[src/rtl/uart_rx.sv]
// uart_rx: oversampled serial receiver for 8E1 frames
// (start 0, 8 data bits LSB first, even parity, stop 1).
// Optional build macro: UART_RX_MAJORITY_EN selects a 3-sample majority vote
// around the bit decision tick instead of a single sample.
//
// state  | meaning
// IDLE   | waiting for an armed low level on the synchronised line
// START  | qualifying the start bit at mid-bit (a 1 is a false start)
// DATA   | collecting 8 data bits, LSB first
// PARITY | capturing the even-parity bit
// STOP   | checking the stop bit, publishing the byte and flags
module uart_rx #(
  parameter int OSR = 16
) (
  input  logic       clock,
  input  logic       reset_n,
  input  logic       rx_tick,
  input  logic       rx,
  output logic [7:0] rx_data,
  output logic       rx_done,
  output logic       parity_err,
  output logic       frame_err,
  output logic       rx_busy
);

  localparam int TW = $clog2(OSR);
  localparam logic [TW-1:0] MID  = TW'(OSR / 2);
  localparam logic [TW-1:0] LAST = TW'(OSR - 1);

  typedef enum logic [2:0] {
    S_IDLE,
    S_START,
    S_DATA,
    S_PARITY,
    S_STOP
  } state_e;

  state_e        state_q, state_d;
  logic [TW-1:0] tick_cnt_q, tick_cnt_d;
  logic [2:0]    bit_cnt_q, bit_cnt_d;
  logic [7:0]    shift_q, shift_d;
  logic          par_q, par_d;
  logic          armed_q, armed_d;
  logic [7:0]    rx_data_q, rx_data_d;
  logic          rx_done_q, rx_done_d;
  logic          parity_err_q, parity_err_d;
  logic          frame_err_q, frame_err_d;
  logic          rx_meta_q, rx_s_q;
  logic          bit_val;

  // Two-flop synchroniser; resets to the idle-high line level.
  always_ff @(posedge clock or negedge reset_n) begin
    if (!reset_n) begin
      rx_meta_q <= 1'b1;
      rx_s_q    <= 1'b1;
    end else begin
      rx_meta_q <= rx;
      rx_s_q    <= rx_meta_q;
    end
  end

`ifdef UART_RX_MAJORITY_EN
  localparam logic [TW-1:0] VOTE_A = TW'(OSR / 2 - 2);
  localparam logic [TW-1:0] VOTE_B = TW'(OSR / 2 - 1);
  logic [1:0] vote_q;

  // Capture the two early votes; the third is the live sample at the decision tick.
  always_ff @(posedge clock or negedge reset_n) begin
    if (!reset_n) begin
      vote_q <= 2'b11;
    end else if (rx_tick && state_q != S_IDLE) begin
      if (tick_cnt_q == VOTE_A) vote_q[1] <= rx_s_q;
      if (tick_cnt_q == VOTE_B) vote_q[0] <= rx_s_q;
    end
  end

  assign bit_val = (vote_q[1] & vote_q[0]) | (vote_q[1] & rx_s_q) | (vote_q[0] & rx_s_q);
`else
  assign bit_val = rx_s_q;
`endif

  // Next-state logic: everything advances only on rx_tick.
  always_comb begin
    state_d      = state_q;
    tick_cnt_d   = tick_cnt_q;
    bit_cnt_d    = bit_cnt_q;
    shift_d      = shift_q;
    par_d        = par_q;
    armed_d      = armed_q;
    rx_data_d    = rx_data_q;
    rx_done_d    = 1'b0;
    parity_err_d = parity_err_q;
    frame_err_d  = frame_err_q;

    if (rx_tick) begin
      if (state_q == S_IDLE) begin
        if (rx_s_q) begin
          armed_d = 1'b1;
        end else if (armed_q) begin
          // The detect tick itself counts as tick 0 of the start bit.
          state_d    = S_START;
          tick_cnt_d = TW'(1);
        end
      end else begin
        tick_cnt_d = (tick_cnt_q == LAST) ? '0 : tick_cnt_q + TW'(1);
        if (tick_cnt_q == MID) begin
          case (state_q)
            S_START: begin
              if (bit_val) begin
                state_d = S_IDLE;
              end else begin
                state_d   = S_DATA;
                bit_cnt_d = 3'd0;
              end
            end
            S_DATA: begin
              shift_d   = {bit_val, shift_q[7:1]};
              bit_cnt_d = bit_cnt_q + 3'd1;
              if (bit_cnt_q == 3'd7) state_d = S_PARITY;
            end
            S_PARITY: begin
              par_d   = bit_val;
              state_d = S_STOP;
            end
            S_STOP: begin
              // Leave at mid-stop so a back-to-back start edge is not missed.
              rx_data_d    = shift_q;
              parity_err_d = ^{shift_q, par_q};
              frame_err_d  = ~bit_val;
              rx_done_d    = 1'b1;
              if (!bit_val) armed_d = 1'b0;
              state_d      = S_IDLE;
            end
            default: state_d = S_IDLE;
          endcase
        end
      end
    end
  end

  // State and output registers.
  always_ff @(posedge clock or negedge reset_n) begin
    if (!reset_n) begin
      state_q      <= S_IDLE;
      tick_cnt_q   <= '0;
      bit_cnt_q    <= 3'd0;
      shift_q      <= 8'h00;
      par_q        <= 1'b0;
      armed_q      <= 1'b1;
      rx_data_q    <= 8'h00;
      rx_done_q    <= 1'b0;
      parity_err_q <= 1'b0;
      frame_err_q  <= 1'b0;
    end else begin
      state_q      <= state_d;
      tick_cnt_q   <= tick_cnt_d;
      bit_cnt_q    <= bit_cnt_d;
      shift_q      <= shift_d;
      par_q        <= par_d;
      armed_q      <= armed_d;
      rx_data_q    <= rx_data_d;
      rx_done_q    <= rx_done_d;
      parity_err_q <= parity_err_d;
      frame_err_q  <= frame_err_d;
    end
  end

  assign rx_data    = rx_data_q;
  assign rx_done    = rx_done_q;
  assign parity_err = parity_err_q;
  assign frame_err  = frame_err_q;
  assign rx_busy    = (state_q != S_IDLE);

endmodule

[config.mk]
export PLATFORM = sky130hd
export DESIGN_NAME = uart_rx
export DESIGN_NICKNAME = d
export VERILOG_FILES = /design/src/rtl/uart_rx.sv
export SDC_FILE = /design/constraint.sdc
export NUM_CORES = 1
export LEC_CHECK = 0
export CAP_MARGIN = 0
export CELL_PAD_IN_SITES_DETAIL_PLACEMENT = 0
export CELL_PAD_IN_SITES_GLOBAL_PLACEMENT = 1
export CORE_MARGIN = 4
export CORE_UTILIZATION = 40
export DETAILED_ROUTE_END_ITERATION = 7
export GPL_TIMING_DRIVEN = 0
export PLACE_DENSITY = 0.84
export SYNTH_ARGS = -nofsm -noshare
export SYNTH_HDL_FRONTEND = slang
export SYNTH_SLANG_ARGS = --single-unit
[constraint.sdc]
create_clock -name clock -period 1.6 [get_ports clock]
set_clock_uncertainty 0.1 [all_clocks]
set_input_delay 0.16 -clock clock [delete_from_list [all_inputs] [get_ports clock]]
set_output_delay 0.16 -clock clock [all_outputs]
set_load 0.01 [all_outputs]
==> flow_summary_export.csv, run 1 <==
group,metric,value,unit
clock_tree,htree_levels,2,
synth,synth.largest_area_cell,"dfrtp_1",
sta,max_clock_freq,0.585,GHz
setup_path,cpPeakStageDelay,0.41,ns
hold_path,whs_path_depth,1,
setup_path,critical_path.startpoint_type,"flip-flop",
floorplanning,floorplan.initialDensity,41.4,%
floorplanning,die_w,69.3,um
setup_path,path_class,"reg -> reg",
drt,routed_wire_length_per_instance,13.7,um
drt,ant_nets,0,
setup_path,setup.worst_path.end_class,"flip-flop",
synth,ys_seq_area_share,55.2,%
clock_tree,clk_pin_slew,0.07,ns
sta,finalSetupViolations,20,
floorplanning,num_io_pins,16,
drt,via_count,1028,
setup_path,crit_arrival,1.79,ns
drt,total_wire_length,2770,um
place,io_buffers,15,
clock_tree,worstSkewPairLatency,0.29,ns
place,gp_routability_congestion,0.759,
sta,slew_violations,0,
setup_path,reg2regPathDepth,5,
synth,synthTopCellsByCount,"dfrtp_1 (30), mux2_2 (12), nand2_1 (9), o21ai_0 (9), mux2_4 (5)",
synth,number_of_enable_type_register_cells_in_the_synthesized_netlist,0,
setup_path,timing.critical_path.buf_inv,1,
pwr,power.density_cell_area,1040,mW/mm2
sta,setup-tns-final,-1.37,ns
synth,synthMostInstantiatedCell,"dfrtp_1",
sta,worst_slew_pin_slew,0.722,ns
floorplanning,core_area,0.00363,mm2
drt,drt-vias-per-instance,5.09,
synth,syn_avg_cell_area,12.8,um2
place,dpl.hpwl,1750,um
place,dp_worst_setup_slack,-0.345,ns
outcome,run_status,"finished with violations",
sta,timing.final.hold_violations,0,
synth,async_sr_flop_fraction,100,%
finish,utilization,55.1,%
synth,dominantRegCellSynth,"dfrtp_1",
finish,layout-area-overhead-vs-synth,33.3,%
clock_tree,tritoncts_clock_tree,"built",
global_routing,grt_pass1_vias,1035,
outcome,violated_checks,"negative setup slack",
clock_tree,clock-sinks,33,
sta,timing.final.crit_share,107,%
synth,synth.top_cells.by_area,"dfrtp_1 (50%), mux2_2 (9.0%), dfstp_2 (5.2%)",
setup_path,path_max_fanout,5,
setup_path,crit_family,"simple AND/OR/NAND/NOR gates",
synth,synth_warnings,0,
sta,unrepaired_setup_endpoints_after_global_routing,"true",
drt,initialDrtViolationCount,49,
global_routing,antenna_found_initial,0,
hold_path,hp-class,"in -> reg",
pwr,power.static_leakage,0.000951,uW
synth,netlist.area_leader.share,50.0,%
setup_path,slowest_stage,"dfrtp_1",
sta,slew_headroom,51.9,%
hold_path,worstHoldStart,"rx",
floorplanning,die_area,0.00480,mm2
floorplanning,die_height,69.3,um
sta,period_minus_slack,1.71,ns
clock_tree,ctsLongestPathBuffers,2,
drt,route.detailed.drc,0,
setup_path,r2r_end,"shift_q[2]",
finish,antenna-diode-count,0,
synth,synth_nets,125,
sta,final.hold.worst_slack,0.181,ns
clock_tree,ctsRootBufferMaster,"clkbuf_8",
global_routing,globalRouteTotalUtil,13.1,%
global_routing,grt_max_degree,34,
finish,drive_above_1_share,40.3,%
finish,num-nets-final,161,
global_routing,overflow,0,
setup_path,crit_chain,"inv_2 -> ha_4 -> and4b_2 -> and3_4 -> mux2_4",
drt,drt_first_pass_iters,4,
synth,synth_cell_type_count,35,
floorplanning,core.rowCount,22,
pwr,peakVddDrop,578,uV
hold_path,hold_path_end,"rx_meta_q",
synth,ys_seq_elements,33,
setup_path,r2r-start,"tick_cnt_q[0]",
synth,synth.cell_area,0.00150,mm2
synth,syn-instance-count,117,
setup_path,reg2reg_setup_slack,-0.11,ns
sta,setup_slack,-0.110,ns
global_routing,grt_pass1_wl,4940,um
setup_path,worstPathRequired,1.68,ns
job,max-cap-violations,0,
clock_tree,cts_buffers,5,
-- where the power goes --
group,total [uW],internal (uW),switching [uW]
clock network,606,300,306
logic,497,259,237
registers,989,904,85.1
total,2090,1460,629
-- cell usage in the layout (no fill, tap or decap), types with 2 or more instances in the layout --
| cell type | n |
|---|---|
| clkbuf_8 | 5 |
| nand4b_1 | 2 |
| nand2b_1 | 2 |
| o21ai_0 | 5 |
| o31ai_1 | 2 |
| buf_2 | 2 |
| a22o_1 | 2 |
| dfrtp_1 | 28 |
| a31oi_1 | 2 |
| dfrtp_2 | 2 |
| nand3_4 | 2 |
| buf_6 | 4 |
| ha_1 | 3 |
| mux2_4 | 10 |
| o21ai_1 | 4 |
| nor2_1 | 3 |
| xnor2_1 | 4 |
| buf_4 | 12 |
| dfstp_2 | 3 |
| clkinv_2 | 2 |
| clkdlybuf4s50_1 | 13 |
| nand2_1 | 8 |
| xor2_1 | 2 |
| inv_2 | 2 |
| mux2_2 | 7 |
-- cell type report --
type	instances	area, um2
clock inverter	3	17.5
buffer	2	26.3
sequential	33	832
multi-input combinational	77	713
inverter	3	11.3
clock buffer	5	68.8
fill	301	1630
tap	48	60.1
timing repair buffer	31	274
-- routing by layer --
| metal | wire length, um | track usage, % | share of wire, % |
|---|---|---|---|
| met3 | 120 | 3.91 | 4.3 |
| met4 | 70 | 7.16 | 2.5 |
| met1 | 1240 | 15.8 | 45 |
| met5 | 0 | 0 | 0 |
| met2 | 1340 | 20.8 | 48 |
-- metrics by stage --
stage,instance area [um2],total power (uW),std cells
floorplan,1530,1210,117
global placement,1740,1300,180
detailed placement,1740,1320,180
CTS,1940,2060,196
global route,2000,2220,202
finish,2000,2090,202
-- how the worst max path moves through the flow --
stage                     cells past startpoint          to          start
after CTS                                     5  shift_q[0]  tick_cnt_q[0]
after global routing                          5  shift_q[2]  tick_cnt_q[0]
after detailed placement                      5  rx_data[5]        rx_tick
after global placement                        5  rx_data[3]        rx_tick
final                                         5  shift_q[2]  tick_cnt_q[0]
after floorplan                               6  shift_q[0]  tick_cnt_q[0]
-- worst reg2reg max path, stage by stage (launching register included) --
cell and delay [ns]:
dfrtp_1 0.41, inv_2 0.09, ha_4 0.13, and4b_2 0.30
and3_4 0.27, mux2_4 0.31
-- timing repair --
item | in CTS | in global routing
hold buffers | 1 | 0
endpoints found under the hold margin | 30 | 0
pin swaps | 8 | 6
buffers inserted | 9 | 6
gates resized for setup | 21 | 8
setup endpoints to repair | 24 | 24
-- kinds of logic after synthesis --
kind of cell / after synthesis / share of synthesized area, %
xor+xnor: 7 / 5.00
compound gates: 22 / 9.74
flops: 33 / 55.2
simple gates: 27 / 10.2
mux: 17 / 14.0
buf+inv: 7 / 2.50
fa+ha+maj: 4 / 3.33
-- registers in the layout, summed over array words and instances (netlist names), 3 cells and up --
signal	cells
shift_q	8
tick_cnt_q	4
rx_data	8
state_q	3
bit_cnt_q	3
Power figures use the tool's default switching activity.
==> inputs of run 2 (changes only) <==
--- a/config.mk
+++ b/config.mk
@@ -12,6 +12,7 @@
 export CORE_UTILIZATION = 40
 export DETAILED_ROUTE_END_ITERATION = 7
 export GPL_TIMING_DRIVEN = 0
+export MAX_ROUTING_LAYER = met4
 export PLACE_DENSITY = 0.84
 export SYNTH_ARGS = -nofsm -noshare
 export SYNTH_HDL_FRONTEND = slang
==> constraint.sdc (replaced) <==
create_clock -name clock -period 1.6 [get_ports clock]
set_clock_uncertainty 0.1 [all_clocks]
set_input_delay 0.16 -clock clock [delete_from_list [all_inputs] [get_ports clock]]
set_output_delay 0.16 -clock clock [all_outputs]
set_load 0.02 [all_outputs]
==> flow_summary_export.csv, run 2 (synthesis gave the netlist of run 1 again) <==
group,metric,value,unit
drt,drt-vias-per-instance,5.05,
sta,setup_slack,-0.109,ns
place,io_buffers,15,
drt,via_count,1016,
global_routing,globalRouteTotalUtil,13.3,%
floorplanning,die_area,0.00480,mm2
floorplanning,die_height,69.3,um
finish,utilization,55.2,%
clock_tree,worstSkewPairLatency,0.29,ns
finish,commonest_cells_after_routing_fill_and_taps_aside,"dfrtp_1 (29), clkdlybuf4s50_1 (13), mux2_4 (10), buf_4 (10), nand2_1 (8)",
sta,slew_violations,0,
finish,most_common_library_cell_in_the_layout_ignoring_fill_and_taps,"dfrtp_1",
finish,drive_above_1_share,39.2,%
job,max-cap-violations,0,
setup_path,crit_family,"simple AND/OR/NAND/NOR gates",
pwr,power.static_leakage,0.000951,uW
drt,ant_nets,0,
sta,max_clock_freq,0.585,GHz
setup_path,reg2reg_setup_slack,-0.11,ns
place,dpl.hpwl,1750,um
global_routing,antenna_found_initial,0,
sta,slew_headroom,51.5,%
setup_path,crit_arrival,1.79,ns
floorplanning,die_w,69.3,um
sta,final.hold.worst_slack,0.180,ns
floorplanning,core_area,0.00363,mm2
finish,post-route-cell-area,0.00200,mm2
clock_tree,ctsRootBufferMaster,"clkbuf_8",
setup_path,timing.critical_path.buf_inv,1,
setup_path,cpPeakStageDelay,0.41,ns
drt,route.detailed.drc,0,
finish,antenna-diode-count,0,
sta,finalSetupViolations,20,
setup_path,slowest_stage,"dfrtp_1",
floorplanning,core.rowCount,22,
sta,unrepaired_setup_endpoints_after_global_routing,"true",
drt,initialDrtViolationCount,43,
outcome,run_status,"finished with violations",
clock_tree,cts_buffers,5,
setup_path,path_max_fanout,5,
setup_path,path_class,"reg -> reg",
clock_tree,tritoncts_clock_tree,"built",
place,postPlaceCellArea,0.00174,mm2
sta,worst_slew_pin_slew,0.727,ns
finish,layout-area-overhead-vs-synth,33.4,%
global_routing,overflow,0,
clock_tree,ctsLongestPathBuffers,2,
setup_path,worstPathRequired,1.68,ns
pwr,power,2110,uW
place,gp_routability_congestion,0.769,
clock_tree,clock-sinks,33,
global_routing,grt_pass1_wl,4930,um
sta,period_minus_slack,1.71,ns
clock_tree,htree_levels,2,
finish,layout.cells.non_filler,201,
sta,timing.final.crit_share,107,%
outcome,violated_checks,"negative setup slack",
finish,num-nets-final,160,
pwr,power.density_cell_area,1050,mW/mm2
sta,timing.final.hold_violations,0,
place,placed_cells_incl_taps,180,
floorplanning,num_io_pins,16,
drt,routed_wire_length_per_instance,13.5,um
drt,drt_first_pass_iters,4,
hold_path,hp-class,"in -> reg",
setup_path,crit_chain,"inv_2 -> ha_4 -> and4b_2 -> and3_4 -> mux2_4",
global_routing,grt_pass1_vias,1043,
pwr,peakVddDrop,562,uV
global_routing,grt_max_degree,34,
clock_tree,clk_pin_slew,0.07,ns
setup_path,setup.worst_path.end_class,"flip-flop",
floorplanning,floorplan.initialDensity,41.4,%
setup_path,critical_path.startpoint_type,"flip-flop",
drt,total_wire_length,2720,um
## run 2: path summary, 6_finish.rpt
path,startpoint,end,depth (start not counted)
worst min-delay path,rx,rx_meta_q,1
worst max register to register,tick_cnt_q[0],shift_q[2],5
max in group asynchronous,reset_n,state_q[0],2
min in group asynchronous,reset_n,rx_done,2
worst max-delay path,tick_cnt_q[0],shift_q[2],5
worst min register to register,rx_meta_q,bit_val,0
## run 2: stage by stage
step | TNS [ns] | setup slack, ns
2_1_floorplan | -0.719 | -0.0878
3_3_place_gp | -16.61 | -0.348
3_5_place_dp | -6.17 | -0.345
4_1_cts | -1.63 | -0.121
5_1_grt | -2.79 | -0.166
6_report | -1.35 | -0.109
## run 2: per-layer routing
| layer | global-route usage, % | wire (um) | part of all wire [%] |
|---|---|---|---|
| met5 | - | 0 | 0 |
| met4 | 7.16 | 72 | 2.6 |
| met3 | 3.91 | 93 | 3.4 |
| met2 | 20.7 | 1310 | 48 |
| met1 | 15.6 | 1250 | 46 |
## run 2: cell type report
type | instances | area [um2]
Tap cell | 48 | 60.1
Buffer | 3 | 37.5
Clock buffer | 5 | 68.8
Clock inverter | 3 | 17.5
Fill cell | 303 | 1630
Inverter | 3 | 11.3
Multi-Input combinational cell | 77 | 713
Sequential cell | 33 | 831
Timing Repair Buffer | 29 | 265
## run 2: repair_timing
item,in CTS,in global routing
hold buffers,1,0
hold endpoints to repair,30,0
endpoints found under the setup margin,24,27
setup buffers,10,3
pin swaps,8,5
gates resized for setup,22,10
## run 2: power by group
group	internal (uW)	leakage [uW]	switching (uW)
logic	274	0.000467	248
clock network	300	0.0000439	308
registers	904	0.000440	79.1
